`src/rtl/reg_entry_pkg.sv`:
```
// Shared types and constants for the front-panel register entry block.
// Digit bookkeeping is derived from the nibble width.
package reg_entry_pkg;

  typedef enum logic {
    IDLE  = 1'b0,
    WRITE = 1'b1
  } state_e;

  localparam int NIBBLE_W   = 4;
  localparam int DEF_DATA_W = 32;
  localparam int MAX_DIGITS = DEF_DATA_W / NIBBLE_W;

  function automatic int max_digits(input int data_w);
    return data_w / NIBBLE_W;
  endfunction

endpackage

```
`src/rtl/btn_debounce.sv`:
```
// Pushbutton conditioner: 2-flop synchronizer, level debouncer and a
// single-cycle registered press pulse on each accepted 0->1 change.
module btn_debounce #(
  parameter int DEBOUNCE_CYCLES = 4
) (
  input  logic clk,
  input  logic reset,
  input  logic raw,
  output logic press
);

  localparam int CNT_W = $clog2(DEBOUNCE_CYCLES);
  localparam logic [CNT_W-1:0] CNT_LAST = CNT_W'(DEBOUNCE_CYCLES - 1);

  logic             sync1_q, sync2_q;
  logic             stable_q, stable_d;
  logic             press_q, press_d;
  logic [CNT_W-1:0] cnt_q, cnt_d;
  logic             differ_s;

  assign differ_s = (sync2_q != stable_q);

  // Next-state for the run counter, stable level and press pulse
  always_comb begin
    stable_d = stable_q;
    cnt_d    = '0;
    press_d  = 1'b0;
    if (differ_s) begin
      if (cnt_q == CNT_LAST) begin
        stable_d = ~stable_q;
        press_d  = ~stable_q;
      end else begin
        cnt_d = cnt_q + CNT_W'(1);
      end
    end else begin
      cnt_d = '0;
    end
  end

  // Synchronizer and debounce state registers
  always_ff @(posedge clk) begin
    if (reset) begin
      sync1_q  <= 1'b0;
      sync2_q  <= 1'b0;
      stable_q <= 1'b0;
      cnt_q    <= '0;
      press_q  <= 1'b0;
    end else begin
      sync1_q  <= raw;
      sync2_q  <= sync1_q;
      stable_q <= stable_d;
      cnt_q    <= cnt_d;
      press_q  <= press_d;
    end
  end

  assign press = press_q;

endmodule

```
`src/rtl/reg_entry.sv`:
```
// Front-panel hex entry: builds a value nibble by nibble from debounced
// buttons and writes it to the register file through a ready handshake.
module reg_entry
  import reg_entry_pkg::*;
#(
  parameter int DEBOUNCE_CYCLES = 4,
  parameter int DATA_W          = 32,
  parameter int ADDR_W          = 5
) (
  input  logic              clk,
  input  logic              reset,
  input  logic              btn_shift,
  input  logic              btn_commit,
  input  logic              btn_clear,
  input  logic [3:0]        sw_nibble,
  input  logic [ADDR_W-1:0] sw_addr,
  input  logic              wr_ready,
  output logic              we,
  output logic [ADDR_W-1:0] waddr,
  output logic [DATA_W-1:0] wdata,
  output logic [DATA_W-1:0] entry_value,
  output logic [3:0]        digit_count
);

  localparam logic [3:0] DIGITS_MAX = 4'(max_digits(DATA_W));

  logic shift_ev_s, commit_ev_s, clear_ev_s;

  btn_debounce #(.DEBOUNCE_CYCLES(DEBOUNCE_CYCLES)) u_db_shift (
    .clk(clk), .reset(reset), .raw(btn_shift), .press(shift_ev_s)
  );
  btn_debounce #(.DEBOUNCE_CYCLES(DEBOUNCE_CYCLES)) u_db_commit (
    .clk(clk), .reset(reset), .raw(btn_commit), .press(commit_ev_s)
  );
  btn_debounce #(.DEBOUNCE_CYCLES(DEBOUNCE_CYCLES)) u_db_clear (
    .clk(clk), .reset(reset), .raw(btn_clear), .press(clear_ev_s)
  );

  state_e            state_q, state_d;
  logic              we_q, we_d;
  logic [ADDR_W-1:0] waddr_q, waddr_d;
  logic [DATA_W-1:0] wdata_q, wdata_d;
  logic [DATA_W-1:0] entry_q, entry_d;
  logic [3:0]        count_q, count_d;

  // FSM next-state; clear beats commit beats shift, all ignored while writing
  always_comb begin
    state_d = state_q;
    we_d    = we_q;
    waddr_d = waddr_q;
    wdata_d = wdata_q;
    entry_d = entry_q;
    count_d = count_q;
    case (state_q)
      IDLE: begin
        we_d = 1'b0;
        if (clear_ev_s) begin
          entry_d = '0;
          count_d = 4'd0;
        end else if (commit_ev_s) begin
          // register 0 is hardwired, so committing to it does nothing
          if (sw_addr != '0) begin
            waddr_d = sw_addr;
            wdata_d = entry_q;
            we_d    = 1'b1;
            state_d = WRITE;
          end else begin
            state_d = IDLE;
          end
        end else if (shift_ev_s) begin
          entry_d = {entry_q[DATA_W-NIBBLE_W-1:0], sw_nibble};
          if (count_q != DIGITS_MAX) begin
            count_d = count_q + 4'd1;
          end else begin
            count_d = count_q;
          end
        end else begin
          state_d = IDLE;
        end
      end
      WRITE: begin
        if (we_q && wr_ready) begin
          we_d    = 1'b0;
          entry_d = '0;
          count_d = 4'd0;
          state_d = IDLE;
        end else begin
          we_d = 1'b1;
        end
      end
      default: begin
        state_d = IDLE;
        we_d    = 1'b0;
      end
    endcase
  end

  // Entry, counter, FSM and write-port registers
  always_ff @(posedge clk) begin
    if (reset) begin
      state_q <= IDLE;
      we_q    <= 1'b0;
      waddr_q <= '0;
      wdata_q <= '0;
      entry_q <= '0;
      count_q <= 4'd0;
    end else begin
      state_q <= state_d;
      we_q    <= we_d;
      waddr_q <= waddr_d;
      wdata_q <= wdata_d;
      entry_q <= entry_d;
      count_q <= count_d;
    end
  end

  assign we          = we_q;
  assign waddr       = waddr_q;
  assign wdata       = wdata_q;
  assign entry_value = entry_q;
  assign digit_count = count_q;

endmodule

```
`config.mk`:
```
export PLATFORM = sky130hd
export DESIGN_NAME = reg_entry
export DESIGN_NICKNAME = d
export VERILOG_FILES = /design/src/rtl/reg_entry_pkg.sv /design/src/rtl/btn_debounce.sv /design/src/rtl/reg_entry.sv
export SDC_FILE = /design/constraint.sdc
export NUM_CORES = 1
export LEC_CHECK = 0
export ABC_AREA = 1
export CAP_MARGIN = 20
export CORE_MARGIN = 8
export CORE_UTILIZATION = 44
export CTS_CLUSTER_DIAMETER = 120
export CTS_CLUSTER_SIZE = 10
export DETAILED_ROUTE_END_ITERATION = 6
export PLACE_DENSITY = 0.74
export SKIP_LAST_GASP = 1
export SLEW_MARGIN = 20
export SYNTH_ARGS = -nofsm -noshare
export SYNTH_HDL_FRONTEND = slang
export SYNTH_HIERARCHICAL = 1
export SYNTH_SLANG_ARGS = --single-unit
```
`constraint.sdc`:
```
create_clock -name clk -period 1.32 [get_ports clk]
set_clock_uncertainty 0.2 [all_clocks]
set_input_delay 0.264 -clock clk [delete_from_list [all_inputs] [get_ports clk]]
set_output_delay 0.264 -clock clk [all_outputs]
set_load 0.03 [all_outputs]
```
Yosys cells after proc, flatten, opt, wreduce, memory -nomap -nowiden
Cells that the tools add are included.
Widths: inputs -> output; s select.

word-level totals
  input port bits = 15
  register bits = 92
  logic and storage cells = 76
  output and inout bits = 74

cells by class
  equality and inequality tests = 11
  bitwise gates (word level) = 11
  multiplexer cells = 16
  reduce and logical (&&, ||, !) cells = 14
  $add $sub $neg = 4

operator list
  operator             count
  $mux 32              4
  $pmux 32 s2          1
  $mux 4               5
  $reduce_or 3->1      6
  $not 1->1            11
  $pmux 4 s2           1
  $reduce_and 4->1     2
  $add 2x1->2 const B  3
  $eq 2x2->1 const B   3
  $ne 3x2->1 const B   2
  $reduce_and 2->1     3
  $reduce_bool 5->1    1
  $add 4x1->4 const B  1
  $mux 1               4
  $ne 4x4->1 const B   1
  $ne 1x1->1           3
  $ne 3x1->1 const B   1
  $reduce_and 3->1     1
  $ne 2x1->1 const B   1
  $pmux 1 s2           1
  $logic_and 1x1->1    1

Logic depth before layout (Yosys ltp)
  depth in word-level cells = 6
  mapped depth = 9

Cells and area by module
Netlist, hierarchy kept.

by module, submodules not included
  module        times used  area an instance (um^2)  cells each  sequential area each (um^2)
  reg_entry     1           2932.8                   389         1481.4
  btn_debounce  3           216.5                    25          120.1

Worst setup path before layout
OpenSTA, ideal clock, no wires.

  path kind = register to register
  start = reg count_q[0] (netlist: digit_count[0])
  end = reg count_q[0] (netlist: digit_count[0])
  path buffers = 0
  library setup time = 114 ps
  stages on the path, launching flop included = 9
  required time = 1006 ps
  data arrival time = 1279 ps
  slack = -272 ps
  clock period less this slack = 1592 ps
  path through = dfxtp_1 -> inv_1 -> ha_1 -> nand3_1 -> nor2_1 -> nor2_2 -> nand2_1 -> nand2_1 -> nor2_1

on the way
  cells in the longest elaborated chain, start to end = 6
  elaborated cells on any way between the ends = 9

RTL lines
  what                      RTL line          source
  start: declaration        reg_entry.sv:44   logic [3:0] count_q, count_d;
  start signal: assignment  reg_entry.sv:113  count_q <= count_d;
  $add 4x1->4               reg_entry.sv:73   count_d = count_q + 4'd1;
  $mux 4                    reg_entry.sv:72   if (count_q != DIGITS_MAX) begin
  $mux 4                    reg_entry.sv:70   end else if (shift_ev_s) begin
  $mux 4                    reg_entry.sv:60   end else if (commit_ev_s) begin
  $mux 4                    reg_entry.sv:57   if (clear_ev_s) begin
  $pmux 4 s2                reg_entry.sv:54   case (state_q)

Several ways; a longest one is shown, not always the timed one. The select of a mux whose other input is x is not followed.
A chain may end at the register's enable or synchronous reset.

Worst setup path in the final report
  start = reg we_q (netlist: we)
  end = reg entry_q[29] (netlist: entry_value[29])

on the way
  cells in the longest elaborated chain, start to end = 3
  elaborated cells on any way between the ends = 7

RTL lines
  what                                                RTL line          source
  start: declaration                                  reg_entry.sv:40   logic we_q, we_d;
  start signal: assignment                            reg_entry.sv:109  we_q <= we_d;
  $not 1->1 or $logic_and 1x1->1 (tied branches)      n/a
  $ne 3x2->1 (no line), or another cell as far along  n/a
  $reduce_and 3->1 (no line)                          n/a
  end signal: assignment                              reg_entry.sv:112  entry_q <= entry_d;
  end: declaration                                    reg_entry.sv:43   logic [DATA_W-1:0] entry_q, entry_d;

Several ways; a longest one is shown, not always the timed one.

==> results.py <==
metrics = {
    "synthesis": {
        "synth-edff-count": 0,
        "yosysMostFrequentCell": "nor2_1",
        "post_synth_and_or_nand_nor_area_fraction_pct": 22.6,
        "synth.area.top_cells": "dfxtp_1 (51%), nor2_1 (12%), o21ai_0 (5.6%), inv_1 (5.3%), a21oi_1 (5.2%)",
        "ys_seq_area_share_pct": 51.4,
        "synth_top_area_cell": "dfxtp_1",
        "synth.mux.area_fraction_pct": 0,
        "synthXorXnorAreaFrac_pct": 0,
        "synth-compound-area-share_pct": 13.3,
        "synth_adder_area_share_pct": 1.75,
        "syn_nets": 484,
        "yosys_warnings": 6,
        "synthArstFlopShare_pct": 0,
        "synth-seq-cells": 92,
        "ys_types": 22,
        "synth_top_family_by_area": "simple AND/OR/NAND/NOR gates",
        "synth_flop_cell": "dfxtp_1",
        "synth_top_area_share_pct": 51.4,
        "avgSynthCellArea_um2": 7.72,
        "syn_area_um2": 3580,
        "synth_cells": 464,
        "synth_common_cells": "nor2_1 (119), dfxtp_1 (92), inv_1 (51), o21ai_0 (40)",
    },
    "critical_path": {
        "cpMaxStageDelayCell": "dfxtp_4",
        "r2r_setup_slack_ns": -0.26,
        "worstPathRequired_ns": 1.42,
        "reg2reg_depth": 7,
        "worstPathArrival_ns": 1.68,
        "critPathKind": "register to register",
        "worst-path-max-fanout": 15,
        "worstSetupEndpointType": "register",
        "worstPathCellList": "buf_4 > nand2_4 > nand2_4 > buf_12 > inv_8 > nand3_1 > a21oi_2",
        "r2r-start": "we$_SDFF_PP0_",
        "path_common_cell": "nand2_4",
        "r2r-end": "entry_value[29]$_SDFFE_PP0P_",
        "cp-start-kind": "register",
        "slowest_delay_ns": 0.36,
    },
    "detailed_routing": {
        "dr_wl_met2_mm": 6.35,
        "top_layer_used": "met4",
        "drc": 0,
        "drt-total-wl_mm": 12.0,
        "route.vias.total": 3702,
        "via_per_inst": 5.06,
        "met1_length_mm": 4.48,
        "drt_first_pass_iters": 5,
        "met3_length_um": 657,
        "drt_iter0_drc": 196,
        "routedWlPerCell_um": 16.3,
        "drtAntennaViolNets": 0,
    },
    "timing": {
        "hold_ws_ns": -0.0114,
        "hold_violations": 1,
        "finalCritPeriodShare_pct": 120,
        "tightest_slew_ns": 0.230,
        "setup_viol": 104,
        "setup_ws_ns": -0.257,
        "rsz0062_at_grt": "true",
        "fmax_mhz": 634,
        "maxSlewHeadroom_pct": 84.5,
        "min_period_ns": 1.58,
        "report.final.slew_viol_count": 0,
    },
    "die": {
        "fp.dieW_um": 106,
        "die_h_um": 106,
        "num_rows": 33,
        "ios": 89,
        "coreArea_um2": 8050,
        "die-area_um2": 11300,
        "start_util_pct": 44.5,
    },
    "clock_network": {
        "cts_tree": "yes",
        "numCtsBuffers": 9,
        "cts_buffer_depth": 2,
        "clk_pin_slew_ns": 0.09,
        "cts_sinks": 92,
        "root_buffer": "clkbuf_8",
        "holdBufCountCts": 0,
        "h-tree-depth": 3,
        "clk_latency_ns": 0.37,
    },
    "power": {
        "power_leakage_nw": 2.60,
        "p_per_area_nw_per_um2": 817,
        "finalPower_mw": 4.93,
        "p_clk_share_pct": 39.8,
        "swShare_pct": 23.3,
        "p_seq_share_pct": 55.9,
        "comb_power_share_pct": 4.4,
        "power.switching_mw": 1.15,
        "vdd_ir_drop_max_v": 0.000506,
        "p_int_mw": 3.78,
    },
    "grt": {
        "grt_pass1_vias": 3485,
        "track_usage_pct": 18.1,
        "grt_overflow": 0,
        "grt_max_degree": 35,
        "grt_pass1_wl_mm": 16.5,
        "antenna_found_initial": 0,
    },
    "outcome": {
        "status": "finished with violations",
        "violations": "negative hold slack, negative setup slack",
    },
    "final_layout": {
        "syn2layout_area_growth_pct": 68.5,
        "drive_above_1_share_pct": 53.6,
        "num_antenna_cells": 0,
        "nets": 642,
    },
    "min_path": {
        "min_to": "waddr[2]$_SDFFE_PP0P_",
        "hold_start": "sw_addr[2]",
        "hp-class": "primary input to register",
        "hold_depth": 3,
    },
    "placement": {
        "place_congestion": 0.741,
        "dp_hpwl_mm": 6.18,
        "io_buffers": 88,
    },
    "flow_run": {
        "maxCapViolations": 0,
    },
}
## cell usage in the layout, fill, tap and decap left out, drive strengths merged
cell type and instances:
clkinvlp 2, clkbuf 13, dlymetal6s2s 1, clkdlybuf4s50 13, nand3 17, nand4 6
nor2 122, a21oi 37, ha 5, buf 154, nand2 45, inv 60
clkinv 1, bufinv 1, o21ai 58, dfxtp 92
## worst max path at each step
stage	cells after the start	start	slack, ns	end
final	7	we$_SDFF_PP0_	-0.26	entry_value[29]$_SDFFE_PP0P_
after global routing	7	we$_SDFF_PP0_	-0.37	entry_value[7]$_SDFFE_PP0P_
after CTS	7	we$_SDFF_PP0_	-0.17	wdata[4]$_SDFFE_PP0P_
after detailed placement	7	sw_addr[0]	-0.60	waddr[3]$_SDFFE_PP0P_
after global placement	7	sw_addr[0]	-0.51	wdata[29]$_SDFFE_PP0P_
after floorplan	8	we$_SDFF_PP0_	-0.08	wdata[22]$_SDFFE_PP0P_
## stage by stage
stage | setup TNS (ns) | cell area, um^2 | instances | setup WS, ns | utilization [%]
2_1_floorplan | -2.08 | 3650 | 464 | -0.0828 | -
3_3_place_gp | -33.41 | 4530 | 658 | -0.508 | 56.3
3_5_place_dp | -36.88 | 4530 | 658 | -0.601 | 56.3
4_1_cts | -7.80 | 5660 | 714 | -0.171 | 70.3
5_1_grt | -17.58 | 6030 | 732 | -0.368 | 74.9
6_report | -12.65 | 6030 | 732 | -0.257 | 74.9
## routing by layer
metal  global-route usage, %  up-vias
li1                        -     1777
met4                    8.14        0
met5                       0        -
met1                    19.1     1743
met3                    3.51       42
met2                    33.7      140
## final cells by class
| type | instances | area (um^2) |
|---|---|---|
| sequential | 92 | 1980 |
| multi-input combinational | 290 | 1660 |
| inverter | 59 | 239 |
| clock inverter | 5 | 58.8 |
| fill | 533 | 2020 |
| clock buffer | 11 | 141 |
| timing repair buffer | 170 | 1820 |
| tap | 105 | 131 |
## power by group through the flow
stage / sequential (mW) / combinational, mW / clock [mW]
after global placement: 2.85 / 0.176 / 0
final: 2.75 / 0.215 / 1.96
after global routing: 2.76 / 0.233 / 2.09
after CTS: 2.76 / 0.186 / 1.94
after detailed placement: 2.85 / 0.179 / 0
after floorplan: 2.85 / 0.0868 / 0
## flip-flops by register name (all words and copies together) (netlist names), 2 cells and up
signal,cells
u_db_shift/cnt_q,2
entry_value,32
waddr,5
u_db_clear/cnt_q,2
u_db_commit/cnt_q,2
digit_count,4
wdata,32
## timing repair
item,4_1_cts,5_1_grt
setup buffers,36,18
pin swaps,9,15
setup endpoints to repair,147,133
gates resized for setup,195,95
gates cloned,5,4
## cell families (layout without fill, tap and decap cells)
logic type / count (synthesis) / count (layout)
flip-flops: 92 / 92
adder cells (fa/ha/maj): 5 / 5
AND/OR/NAND/NOR: 189 / 190
buffers and inverters: 83 / 245
AO/OA/AOI/OAI: 95 / 95
## worst max-delay path: cells and delay by family (launching register included)
family | cells | cell delay (ns)
DFF | 1 | 0.36
buffers and inverters | 3 | 0.42
AOI/OAI and AO/OA | 1 | 0.17
and+or+nand+nor | 3 | 0.38
(Power assumes the default switching activity.)
